[src/rtl/fsm_mon_pkg.sv]
// Shared types for the activity-4 FSM state monitor: state encoding and the
// {from,to} transition record logged into the readout FIFO.
package fsm_mon_pkg;

  localparam int STATE_W    = 3;
  localparam int NUM_STATES = 5;

  typedef logic [STATE_W-1:0] state_t;

  typedef struct packed {
    state_t from;
    state_t to;
  } trans_t;

  function automatic logic is_illegal(input state_t s);
    return int'(s) >= NUM_STATES;
  endfunction

endpackage

[src/rtl/trans_fifo.sv]
// Generic synchronous show-ahead FIFO: dout shows the head entry while !empty.
// A push into a full FIFO is accepted only when a pop frees a slot in the same cycle.
module trans_fifo #(
  parameter int WIDTH = 6,
  parameter int DEPTH = 8
) (
  input  logic             clk,
  input  logic             reset,
  input  logic             push,
  input  logic             pop,
  input  logic [WIDTH-1:0] din,
  output logic [WIDTH-1:0] dout,
  output logic             empty,
  output logic             full
);

  localparam int AW = $clog2(DEPTH);

  // Pointers carry one extra wrap bit so full and empty are distinguishable.
  logic [AW:0]      wr_ptr;
  logic [AW:0]      rd_ptr;
  logic [WIDTH-1:0] mem [DEPTH];
  logic             do_push;
  logic             do_pop;

  assign empty   = (wr_ptr == rd_ptr);
  assign full    = (wr_ptr[AW] != rd_ptr[AW]) && (wr_ptr[AW-1:0] == rd_ptr[AW-1:0]);
  assign do_pop  = pop && !empty;
  assign do_push = push && (!full || do_pop);
  assign dout    = empty ? '0 : mem[rd_ptr[AW-1:0]];

  always_ff @(posedge clk) begin
    if (reset) begin
      wr_ptr <= '0;
      rd_ptr <= '0;
    end else begin
      if (do_push) wr_ptr <= wr_ptr + {{AW{1'b0}}, 1'b1};
      if (do_pop)  rd_ptr <= rd_ptr + {{AW{1'b0}}, 1'b1};
    end
  end

  always_ff @(posedge clk) begin
    if (do_push) mem[wr_ptr[AW-1:0]] <= din;
  end

endmodule

[src/rtl/fsm_state_monitor.sv]
// Observer of the activity-4 FSM: logs {from,to} transitions into a FIFO, counts
// transitions and dwell time, and raises sticky illegal-encoding / prediction flags.
module fsm_state_monitor
  import fsm_mon_pkg::*;
#(
  parameter int DEPTH = 8,
  parameter int CNT_W = 8
) (
  input  logic                 clk,
  input  logic                 reset,
  input  logic [STATE_W-1:0]   currentState,
  input  logic [STATE_W-1:0]   nextState,
  input  logic                 clr,
  input  logic                 rd_en,
  output logic [2*STATE_W-1:0] rd_data,
  output logic                 empty,
  output logic                 full,
  output logic                 overflow,
  output logic [CNT_W-1:0]     trans_count,
  output logic [CNT_W-1:0]     dwell,
  output logic                 illegal,
  output logic [STATE_W-1:0]   illegal_state,
  output logic                 pred_err
);

  localparam logic [CNT_W-1:0] CNT_MAX = '1;
  localparam logic [CNT_W-1:0] CNT_ONE = CNT_W'(1);

  state_t prev_q;
  state_t nxt_q;
  logic   primed;
  trans_t entry;
  logic   transition;
  logic   overflow_evt;
  logic   illegal_evt;
  logic   pred_evt;

  // Nothing is compared until one real sample of the monitored FSM exists.
  assign transition   = primed && (currentState != prev_q);
  assign overflow_evt = transition && full && !rd_en;
  assign illegal_evt  = primed && is_illegal(currentState) && !illegal;
  assign pred_evt     = primed && (currentState != nxt_q);
  assign entry        = '{from: prev_q, to: currentState};

  trans_fifo #(
    .WIDTH($bits(trans_t)),
    .DEPTH(DEPTH)
  ) u_fifo (
    .clk  (clk),
    .reset(reset),
    .push (transition),
    .pop  (rd_en),
    .din  (entry),
    .dout (rd_data),
    .empty(empty),
    .full (full)
  );

  always_ff @(posedge clk) begin
    if (reset) begin
      prev_q        <= '0;
      nxt_q         <= '0;
      primed        <= 1'b0;
      trans_count   <= '0;
      dwell         <= '0;
      overflow      <= 1'b0;
      illegal       <= 1'b0;
      illegal_state <= '0;
      pred_err      <= 1'b0;
    end else begin
      prev_q <= currentState;
      nxt_q  <= nextState;
      primed <= 1'b1;
      // clr wins over any same-cycle event; the FIFO push is handled separately.
      if (clr) begin
        trans_count   <= '0;
        dwell         <= '0;
        overflow      <= 1'b0;
        illegal       <= 1'b0;
        illegal_state <= '0;
        pred_err      <= 1'b0;
      end else begin
        if (transition) begin
          if (trans_count != CNT_MAX) trans_count <= trans_count + CNT_ONE;
          dwell <= CNT_ONE;
        end else if (dwell != CNT_MAX) begin
          dwell <= dwell + CNT_ONE;
        end
        if (overflow_evt) overflow <= 1'b1;
        if (illegal_evt) begin
          illegal       <= 1'b1;
          illegal_state <= currentState;
        end
        if (pred_evt) pred_err <= 1'b1;
      end
    end
  end

endmodule

[config.mk]
export PLATFORM = sky130hd
export DESIGN_NAME = fsm_state_monitor
export DESIGN_NICKNAME = d
export VERILOG_FILES = /design/src/rtl/fsm_mon_pkg.sv /design/src/rtl/trans_fifo.sv /design/src/rtl/fsm_state_monitor.sv
export SDC_FILE = /design/constraint.sdc
export NUM_CORES = 1
export LEC_CHECK = 0
export CAP_MARGIN = 20
export CORE_MARGIN = 4
export CORE_UTILIZATION = 50
export DETAILED_ROUTE_END_ITERATION = 7
export GPL_TIMING_DRIVEN = 0
export PLACE_DENSITY = 0.75
export SYNTH_ARGS = -nofsm -noshare
export SYNTH_HDL_FRONTEND = slang
export SYNTH_SLANG_ARGS = --single-unit
[constraint.sdc]
create_clock -name clk -period 2.3 [get_ports clk]
set_clock_uncertainty 0.15 [all_clocks]
set_input_delay 0.46 -clock clk [delete_from_list [all_inputs] [get_ports clk]]
set_output_delay 0.46 -clock clk [all_outputs]
set_load 0.01 [all_outputs]
-- Yosys cells after proc, flatten, opt, wreduce, memory -nomap -nowiden
Memories as Yosys holds them, arrays and structs flattened. A register that Yosys moved wholly into a read port is not among the register bits.
Index checks and enable logic that the tools add are counted.
- bits in registers: 37
- bits in latches: 0
- memory bits (writable): 48
- bits in read-only memories: 0
- input bits: 10
- output and inout bits: 30
- word-level logic and storage cells: 51
- memories: 1
- $add $sub $neg: 4
- $mul: 0
- div/mod/pow operators: 0
- $lt $le $gt $ge: 1
- equal/unequal tests: 7
- shifts and indexed selects: 0
- multiplexer cells: 8
- bitwise operators: 0
- reductions and logical operators: 18
- memories (memory ; words ; width ; rd ports ; clocked after Yosys merged registers in ; wr ports ; line ; RTL):
    u_fifo.mem ; 8 ; 6 ; 1 ; 1 ; 1 ; trans_fifo.sv:22 ; logic [WIDTH-1:0] mem [DEPTH];
- operator list (kind ; count):
    adder 8 x 1 -> 8 bit, second input constant ; 2
    inequality test 8 bit, second input constant ; 2
    logical AND 1 bit ; 9
    adder 4 x 1 -> 4 bit, second input constant ; 2
    two-way mux 3 bit ; 2
    two-way mux 6 bit ; 1
    inequality test 3 bit ; 2
    two-way mux 1 bit ; 5
    equality test 4 bit ; 1
    zero test 1 bit ; 4
    equality test 3 bit ; 1
    greater-or-equal comparator 3 bit, second input constant ; 1
    OR reduction 3 bit ; 1
    AND reduction 2 bit ; 1
    nonzero test 2 bit ; 1
    OR reduction 2 bit ; 1
    logical OR 1 bit ; 1
    inequality test 1 bit ; 1

-- Depth between registers and ports, before layout
Gate-level depths: netlist (run 1).
- depth in word-level cells: 7
- gate-level depth with buffers: 6
- mapped depth without buffers: 5

-- Cells and area by module
A second synthesis (run 1) with hierarchy kept.
- cell total of the unflattened synthesis: 283
- area, all modules: 3722.3 sq um
- modules (own cells, without submodules) (module ; instances ; cells an instance ; area an instance (sq um) ; seq. area each (sq um)):
    trans_fifo ; 1 ; 147 ; 2476.1 ; 1661.6
    fsm_state_monitor ; 1 ; 136 ; 1246.2 ; 580.6

-- Worst setup path before layout (run 1)
Ideal clock, no wire load.
- path type: register to register
- start: register u_fifo.rd_ptr[0]
- end: memory u_fifo.mem[4][0] (enable)
- setup time: 0.388 ns
- data arrival time: 1.972 ns
- required time: 1.762 ns
- setup slack: -0.210 ns
- stages on the path, launching flop included: 5
- path buffers: 0
- clock period less this slack: 2.510 ns
- cells stage by stage: dfxtp_1 xor2_1 nor4_4 a21o_1 nor4b_1
- word-level cells in the longest chain between the ends: 7
- elaborated cells on any way between the ends: 10
- those cells by class: 2 x eq/ne; 2 x mux; 6 x reduce/logical
- RTL lines (what ; line ; RTL):
    start: declaration ; trans_fifo.sv:21 ; logic [AW:0] rd_ptr;
    start signal: assignment ; trans_fifo.sv:38 ; if (do_pop) rd_ptr <= rd_ptr + {{AW{1'b0}}, 1'b1};
    equality test 3 bit ; trans_fifo.sv:27 ; assign full = (wr_ptr[AW] != rd_ptr[AW]) && (wr_ptr[AW-1:0] == rd_ptr[AW-1:0]);
    logical AND 1 bit ; trans_fifo.sv:27 ;
    net full ; fsm_state_monitor.sv:17 ; output logic full,
    zero test 1 bit ; trans_fifo.sv:29 ; assign do_push = push && (!full || do_pop);
    logical OR 1 bit ; trans_fifo.sv:29 ;
    logical AND 1 bit ; trans_fifo.sv:29 ;
    two-way mux 1 bit ; trans_fifo.sv:43 ; if (do_push) mem[wr_ptr[AW-1:0]] <= din;
    two-way mux 1 bit (implied by the code) ; trans_fifo.sv:43 ;
    end: declaration ; trans_fifo.sv:22 ;
The timed path passes the listed nets, and every way through them passes these cells.

==> results.json, run 1 <==
{
  "synth_top_family_by_area": "simple AND/OR/NAND/NOR gates",
  "grt_pass1_vias": 2420,
  "synth_seq_cells": 88,
  "numPortBuffers": 39,
  "fin_crit_sh_pct": 102,
  "netlist_area_um2": 3680,
  "clock_latency_ns": 0.35,
  "die_h_um": 93.8,
  "max_cap_violations": 0,
  "critPathKind": "flip-flop to output port",
  "worstHoldStart": "illegal_state[2]",
  "synth_compound_gate_area_share_pct": 7.41,
  "regArea_um2": 2260,
  "synth_warnings": 0,
  "fmax_mhz": 427,
  "via_per_inst": 5.39,
  "ioPinCount": 40,
  "die_x_um": 93.8,
  "synth.area.mux_share_pct": 11.5,
  "crit_arrival_ns": 1.73,
  "finalSetupViolations": 6,
  "rsz0062_at_grt": "yes",
  "grt_max_degree": 17,
  "synth_simple_gate_area_share_pct": 12.6,
  "ir_drop_v": 0.000362,
  "die-area_um2": 8800,
  "async_flop_share_pct": 0,
  "drc": 0,
  "synth_nets": 290,
  "clockBufferDepth": 2,
  "avgSynthCellArea_um2": 13.3,
  "crit_fanout": 5,
  "min_to": "illegal_state[2]",
  "slew_violations": 0,
  "cts_buffers": 9,
  "cp-end-kind": "output port",
  "nets": 357,
  "synth_area_leaders": "edfxtp_1 39%, dfxtp_1 22%, mux4_2 7.3%, mux2i_1 3.3%, nor2_1 2.9%",
  "detail-route-antenna-nets": 0,
  "cp_data_required_time_ns": 1.69,
  "clock_sinks": 88,
  "multi_input_area_um2": 1500,
  "status": "complete, but fails checks",
  "power_density_nw_per_um2": 748,
  "syn_to_final_growth_pct": 27.4,
  "drt-pass1-iter-count": 4,
  "cts-htree-levels": 3,
  "rows": 31,
  "hold_viol_final": 0,
  "final.fill_count": 565,
  "grt_pass1_wl_mm": 12.1,
  "ff2ff_path_depth": 7,
  "cts-root-buf": "clkbuf_8",
  "fin_crit_ns": 2.34,
  "hold_ws_ns": 0.331,
  "start_util_pct": 51.0,
  "yosys.area.top_type": "edfxtp_1",
  "wl_per_cell_um": 16.7,
  "antenna_cells": 0,
  "rr_startpoint": "u_fifo.wr_ptr[1]",
  "setup_slack_ns": -0.0427,
  "drive_gt1_share_pct": 25.6,
  "synth_edf_count": 48,
  "grt-ovfl-total": 0,
  "violations": "negative setup slack",
  "power_leakage_uw": 0.00160,
  "place_hpwl_mm": 4.95,
  "reg2reg_to": "u_fifo.mem[0][3]",
  "total_power_uw": 3510,
  "hold_depth": 2,
  "grt_antenna_before_repair": 0,
  "drt-initial-drc-count": 127,
  "synth_xor_xnor_area_share_pct": 3.77,
  "netlist.area_leader.share_pct": 39.1,
  "netlist_instances": 276,
  "worstMarginPinSlew_ns": 0.503,
  "worst_hold_path_type": "flip-flop to flip-flop",
  "cts_tree": "built",
  "clk_pin_slew_ns": 0.09,
  "crit_path_start_kind": "flip-flop",
  "synth-main-ff-cell": "edfxtp_1",
  "yosysSeqAreaShare_pct": 60.9,
  "track_usage_pct": 18.1,
  "r2r_slack_ns": 0.06,
  "vias": 2411,
  "globalplace.congestion": 0.813,
  "synth_fa_ha_area_share_pct": 1.36,
  "relSlewSlack_pct": 66.4,
  "core_area_um2": 7210,
  "drt_wl_total_mm": 7.47,
  "ys_types": 48
}
-- final cells by class --
class	instances	area share, %
repair buffers	56	10.4
plain buffers	13	1.92
multi-input cells	169	32.0
clock inverters	7	1.68
flip-flops and latches	88	48.3
well taps	99	2.64
clock buffers	9	2.64
inverters	6	0.480
-- flip-flops by register name, summed over array words and instances (netlist names), named ones only --
register       cells
illegal_state      3
prev_q             3
nxt_q              3
dwell              8
u_fifo.wr_ptr      4
illegal            1
u_fifo.rd_ptr      4
u_fifo.mem        48
pred_err           1
trans_count        8
overflow           1
primed             1
-- kinds of logic after synthesis --
logic type | Yosys count
DFF | 88
and+or+nand+nor | 85
AOI/OAI and AO/OA | 38
muxes | 27
buffers and inverters | 19
xor gates and xnor gates | 15
adders and majority gates | 4
-- per-layer routing --
metal	GRT usage, %	vias up	part of all wire [%]
li1	-	1172	-
met1	23.1	1162	43
met2	30.9	66	52
met3	3.37	11	3.9
met4	6.50	0	1.4
met5	0	-	0
-- cells in the final DEF, fill, tap and decap left out, types with 2 or more instances in the layout --
cell type / instances
xor2_2: 2
clkinv_4: 2
ha_1: 4
mux2i_1: 12
and4b_1: 2
buf_4: 15
or4_1: 2
o31a_1: 2
mux4_2: 12
mux2_1: 3
o31ai_1: 4
and4_1: 2
a31oi_1: 3
nor2b_1: 10
nor3_1: 4
a21oi_1: 13
xnor2_1: 7
o211ai_1: 2
nor2_1: 28
clkbuf_1: 6
buf_2: 11
xor2_1: 3
nand2_1: 10
clkbuf_8: 9
dfxtp_4: 3
clkbuf_2: 2
dfxtp_1: 29
nor4b_4: 3
xor2_4: 3
or3_1: 4
nor4_4: 3
inv_1: 6
dfxtp_2: 8
nand3_1: 10
edfxtp_1: 48
buf_6: 2
o21ai_0: 4
clkdlybuf4s50_1: 28
-- cells in the mapped netlist (2+ instances only) --
| cell | n |
|---|---|
| edfxtp_1 | 48 |
| dfxtp_1 | 40 |
| nor2_1 | 28 |
| a21oi_1 | 13 |
| mux2i_1 | 12 |
| mux4_2 | 12 |
| nand2_1 | 10 |
| nand3_1 | 10 |
| nor2b_1 | 10 |
| clkbuf_1 | 9 |
| xnor2_1 | 7 |
| xor2_1 | 7 |
| inv_1 | 6 |
| nor3_1 | 5 |
| ha_1 | 4 |
| o21ai_0 | 4 |
| o31ai_1 | 4 |
| or3_1 | 4 |
| a31oi_1 | 3 |
| mux2_1 | 3 |
| nor4b_1 | 3 |
| and4_1 | 2 |
| and4b_1 | 2 |
| buf_6 | 2 |
| nor4_1 | 2 |
| o211ai_1 | 2 |
| o31a_1 | 2 |
| or4_1 | 2 |
-- how the worst max path moves through the flow --
stage	depth (start not counted)	startpoint	slack, ns	to
global route	5	flip-flop	-0.14	rd_data[2]
finish	5	flip-flop	-0.04	rd_data[1]
CTS	5	flip-flop	-0.08	rd_data[2]
global placement	6	currentState[0]	-1.42	u_fifo.mem[1][0]
floorplan	4	u_fifo.rd_ptr[0]	-0.19	u_fifo.mem[1][0]
detailed placement	7	currentState[0]	-1.23	u_fifo.mem[1][0]
-- per-stage QoR --
| step | setup slack, ns | cells | instance area, um2 | util (%) | TNS, ns |
|---|---|---|---|---|---|
| detailed placement | -1.23 | 417 | 4220 | 58.5 | -56.59 |
| floorplan | -0.185 | 276 | 3690 | - | -2.65 |
| global placement | -1.42 | 414 | 4200 | 58.3 | -57.56 |
| CTS | -0.0797 | 443 | 4640 | 64.3 | -0.338 |
| finish | -0.0427 | 447 | 4690 | 65.0 | -0.151 |
| global route | -0.140 | 447 | 4690 | 65.0 | -0.834 |
-- worst max-delay path, cell delays in order (launching register included) --
cell and delay, ns:
dfxtp_4 0.39, clkbuf_16 0.16, mux4_2 0.50, mux2i_1 0.14, nor2_1 0.06, buf_2 0.14
-- what timing repair did --
item | 4_1_cts | 5_1_grt
gates cloned | 0 | 1
setup buffers | 10 | 3
pin swaps | 5 | 4
gates resized for setup | 73 | 12
setup endpoints to repair | 72 | 30
hold buffers | 0 | 0
-- power breakdown --
group | switching (uW) | internal, uW
sequential | 57.2 | 1720
combinational | 310 | 358
clock | 550 | 513
total | 917 | 2590
Note: power is estimated with default switching activity, not from simulation.
==> run 2: changes to the inputs <==
--- a/config.mk
+++ b/config.mk
@@ -7,10 +7,11 @@
 export LEC_CHECK = 0
 export CAP_MARGIN = 20
 export CORE_MARGIN = 4
-export CORE_UTILIZATION = 50
+export CORE_UTILIZATION = 23
 export DETAILED_ROUTE_END_ITERATION = 7
 export GPL_TIMING_DRIVEN = 0
-export PLACE_DENSITY = 0.75
+export PLACE_DENSITY = 0.41
+export SKIP_LAST_GASP = 1
 export SYNTH_ARGS = -nofsm -noshare
 export SYNTH_HDL_FRONTEND = slang
 export SYNTH_SLANG_ARGS = --single-unit
==> results.json, run 2 (synthesis results as in run 1) <==
{
  "cts-root-buf": "clkbuf_16",
  "final_cell_mix": "48 x edfxtp_1, 31 x dfxtp_1, 28 x nor2_1, 28 x clkdlybuf4s50_1",
  "grt_pass1_vias": 2539,
  "place_hpwl_mm": 5.66,
  "fin_crit_sh_pct": 105,
  "ff2ff_path_depth": 8,
  "violations": "negative setup slack",
  "drt-initial-drc-count": 114,
  "detail-route-antenna-nets": 0,
  "start_util_pct": 23.9,
  "switching_share_pct": 24.4,
  "power_density_nw_per_um2": 819,
  "cp_data_required_time_ns": 1.69,
  "crit_fanout": 5,
  "finalSetupViolations": 6,
  "cp-endpoint": "rd_data[0]",
  "placed_area_um2": 4360,
  "drc": 0,
  "status": "complete, but fails checks",
  "hold_viol_final": 0,
  "crit_arrival_ns": 1.81,
  "power_leakage_uw": 0.00167,
  "grt_pass1_wl_mm": 14.0,
  "worstMarginPinSlew_ns": 0.549,
  "clk_pin_slew_ns": 0.06,
  "clockBufferDepth": 2,
  "cpPeakStageDelay_ns": 0.53,
  "die-area_um2": 18100,
  "syn_to_final_growth_pct": 35.7,
  "worst_hold_path_type": "flip-flop to flip-flop",
  "reg2reg_to": "u_fifo.mem[0][2]",
  "final_common_cell": "edfxtp_1",
  "rr_startpoint": "u_fifo.wr_ptr[1]",
  "slew_violations": 0,
  "drive_gt1_share_pct": 26.7,
  "instances_no_fill": 559,
  "ioPinCount": 40,
  "postCtsHoldBufs": 0,
  "clock_sinks": 88,
  "cp_slowest_cell": "mux4_2",
  "cts-htree-levels": 3,
  "r2r_slack_ns": 0.10,
  "clock_latency_ns": 0.34,
  "track_usage_pct": 10.0,
  "numPortBuffers": 39,
  "sequentialPowerShare_pct": 43.5,
  "drt_wl_total_mm": 8.43,
  "intPower_uw": 3090,
  "power_frac_clock_pct": 37.9,
  "fin_crit_ns": 2.42,
  "critPathKind": "flip-flop to output port",
  "dp.cells": 526,
  "switchingPower_uw": 998,
  "path_cells": "buf_12 > mux4_2 > mux2i_2 > nor2_1 > buf_2",
  "final_cell_area_um2": 5000,
  "rsz0062_at_grt": "yes",
  "crit_path_start_kind": "flip-flop",
  "cts_buffers": 9,
  "grt_max_degree": 16,
  "final.fill_count": 1541,
  "cp-end-kind": "output port",
  "grt_antenna_before_repair": 0,
  "relSlewSlack_pct": 63.4,
  "die_x_um": 135,
  "grt-ovfl-total": 0,
  "total_power_uw": 4090,
  "via_per_inst": 4.23,
  "globalplace.congestion": 0.726,
  "max_cap_violations": 0,
  "antenna_cells": 0,
  "vias": 2363,
  "rows": 45,
  "ir_drop_v": 0.000351,
  "nets": 357,
  "cts_tree": "built",
  "fmax_mhz": 413,
  "drt-pass1-iter-count": 4,
  "wl_per_cell_um": 15.1,
  "largest_register_ffs": 48,
  "comb_power_share_pct": 18.6,
  "setup_slack_ns": -0.124,
  "die_h_um": 135,
  "core_area_um2": 15400
}
## run 2: changes by cell type in the layout (fill, tap and decap cells not counted), moves of 2 or more
| cell | change |
|---|---|
| clkbuf_8 | -9 |
| clkbuf_16 | +8 |
| buf_2 | -4 |
| buf_6 | +3 |
| and4b_1 | -2 |
| and4b_2 | +2 |
| buf_4 | -2 |
| clkinv_2 | +2 |
| dfxtp_1 | +2 |
| dfxtp_4 | -2 |
## run 2: per-layer routing
metal  part of all wire [%]  GRT usage (%)
met1                     47           12.7
met2                     49           16.5
met3                    3.2           3.50
met4                   0.93           2.43
met5                      0              0
## run 2: final cells by class
class                   instances  area [um2]  area share [%]
flip-flops and latches         88        2260            45.1
multi-input cells             169        1520            30.4
repair buffers                 56         524            10.5
well taps                     211         264            5.28
clock buffers                   9         225            4.51
clock inverters                 7        96.3            1.93
plain buffers                  13        90.1            1.80
inverters                       6        22.5           0.451
## run 2: stage by stage
step | setup TNS, ns | hold WS (ns) | util (%) | worst slack (ns)
global route | -0.999 | 0.357 | 32.4 | -0.208
global placement | -68.87 | 0.309 | 28.2 | -1.75
floorplan | -2.65 | 0.332 | - | -0.185
detailed placement | -62.40 | 0.318 | 28.3 | -1.24
CTS | -0.910 | 0.332 | 32.0 | -0.182
finish | -0.521 | 0.324 | 32.4 | -0.124
## run 2: power by group through the flow
stage,Clock [uW],Combinational [uW],Sequential (uW)
2_1_floorplan,0,365,1780
3_3_place_gp,0,590,1790
3_5_place_dp,0,602,1790
4_1_cts,1620,744,1780
5_1_grt,1680,827,1790
6_report,1550,762,1780
## run 2: timing repair
action,4_1_cts,5_1_grt
setup endpoints to repair,73,52
resized for setup,67,18
gates cloned,1,0
endpoints found under the hold margin,0,0
pin swaps,7,1
buffers inserted,14,2
## run 2: worst min-delay path by stage
stage,startpoint,endpoint,slack (ns),depth (start not counted)
finish,pred_err,pred_err,0.32,2
global route,illegal,illegal,0.36,2
CTS,illegal,illegal,0.33,2
detailed placement,illegal_state[2],illegal_state[2],0.32,2
global placement,illegal_state[2],illegal_state[2],0.31,2
floorplan,illegal,illegal,0.33,2
## run 2: worst max-delay path, delay by kind of cell, from the launching register on
kind | cells | cell delay, ns
buf+inv | 2 | 0.28
flops | 1 | 0.41
simple gates | 1 | 0.05
mux | 2 | 0.73
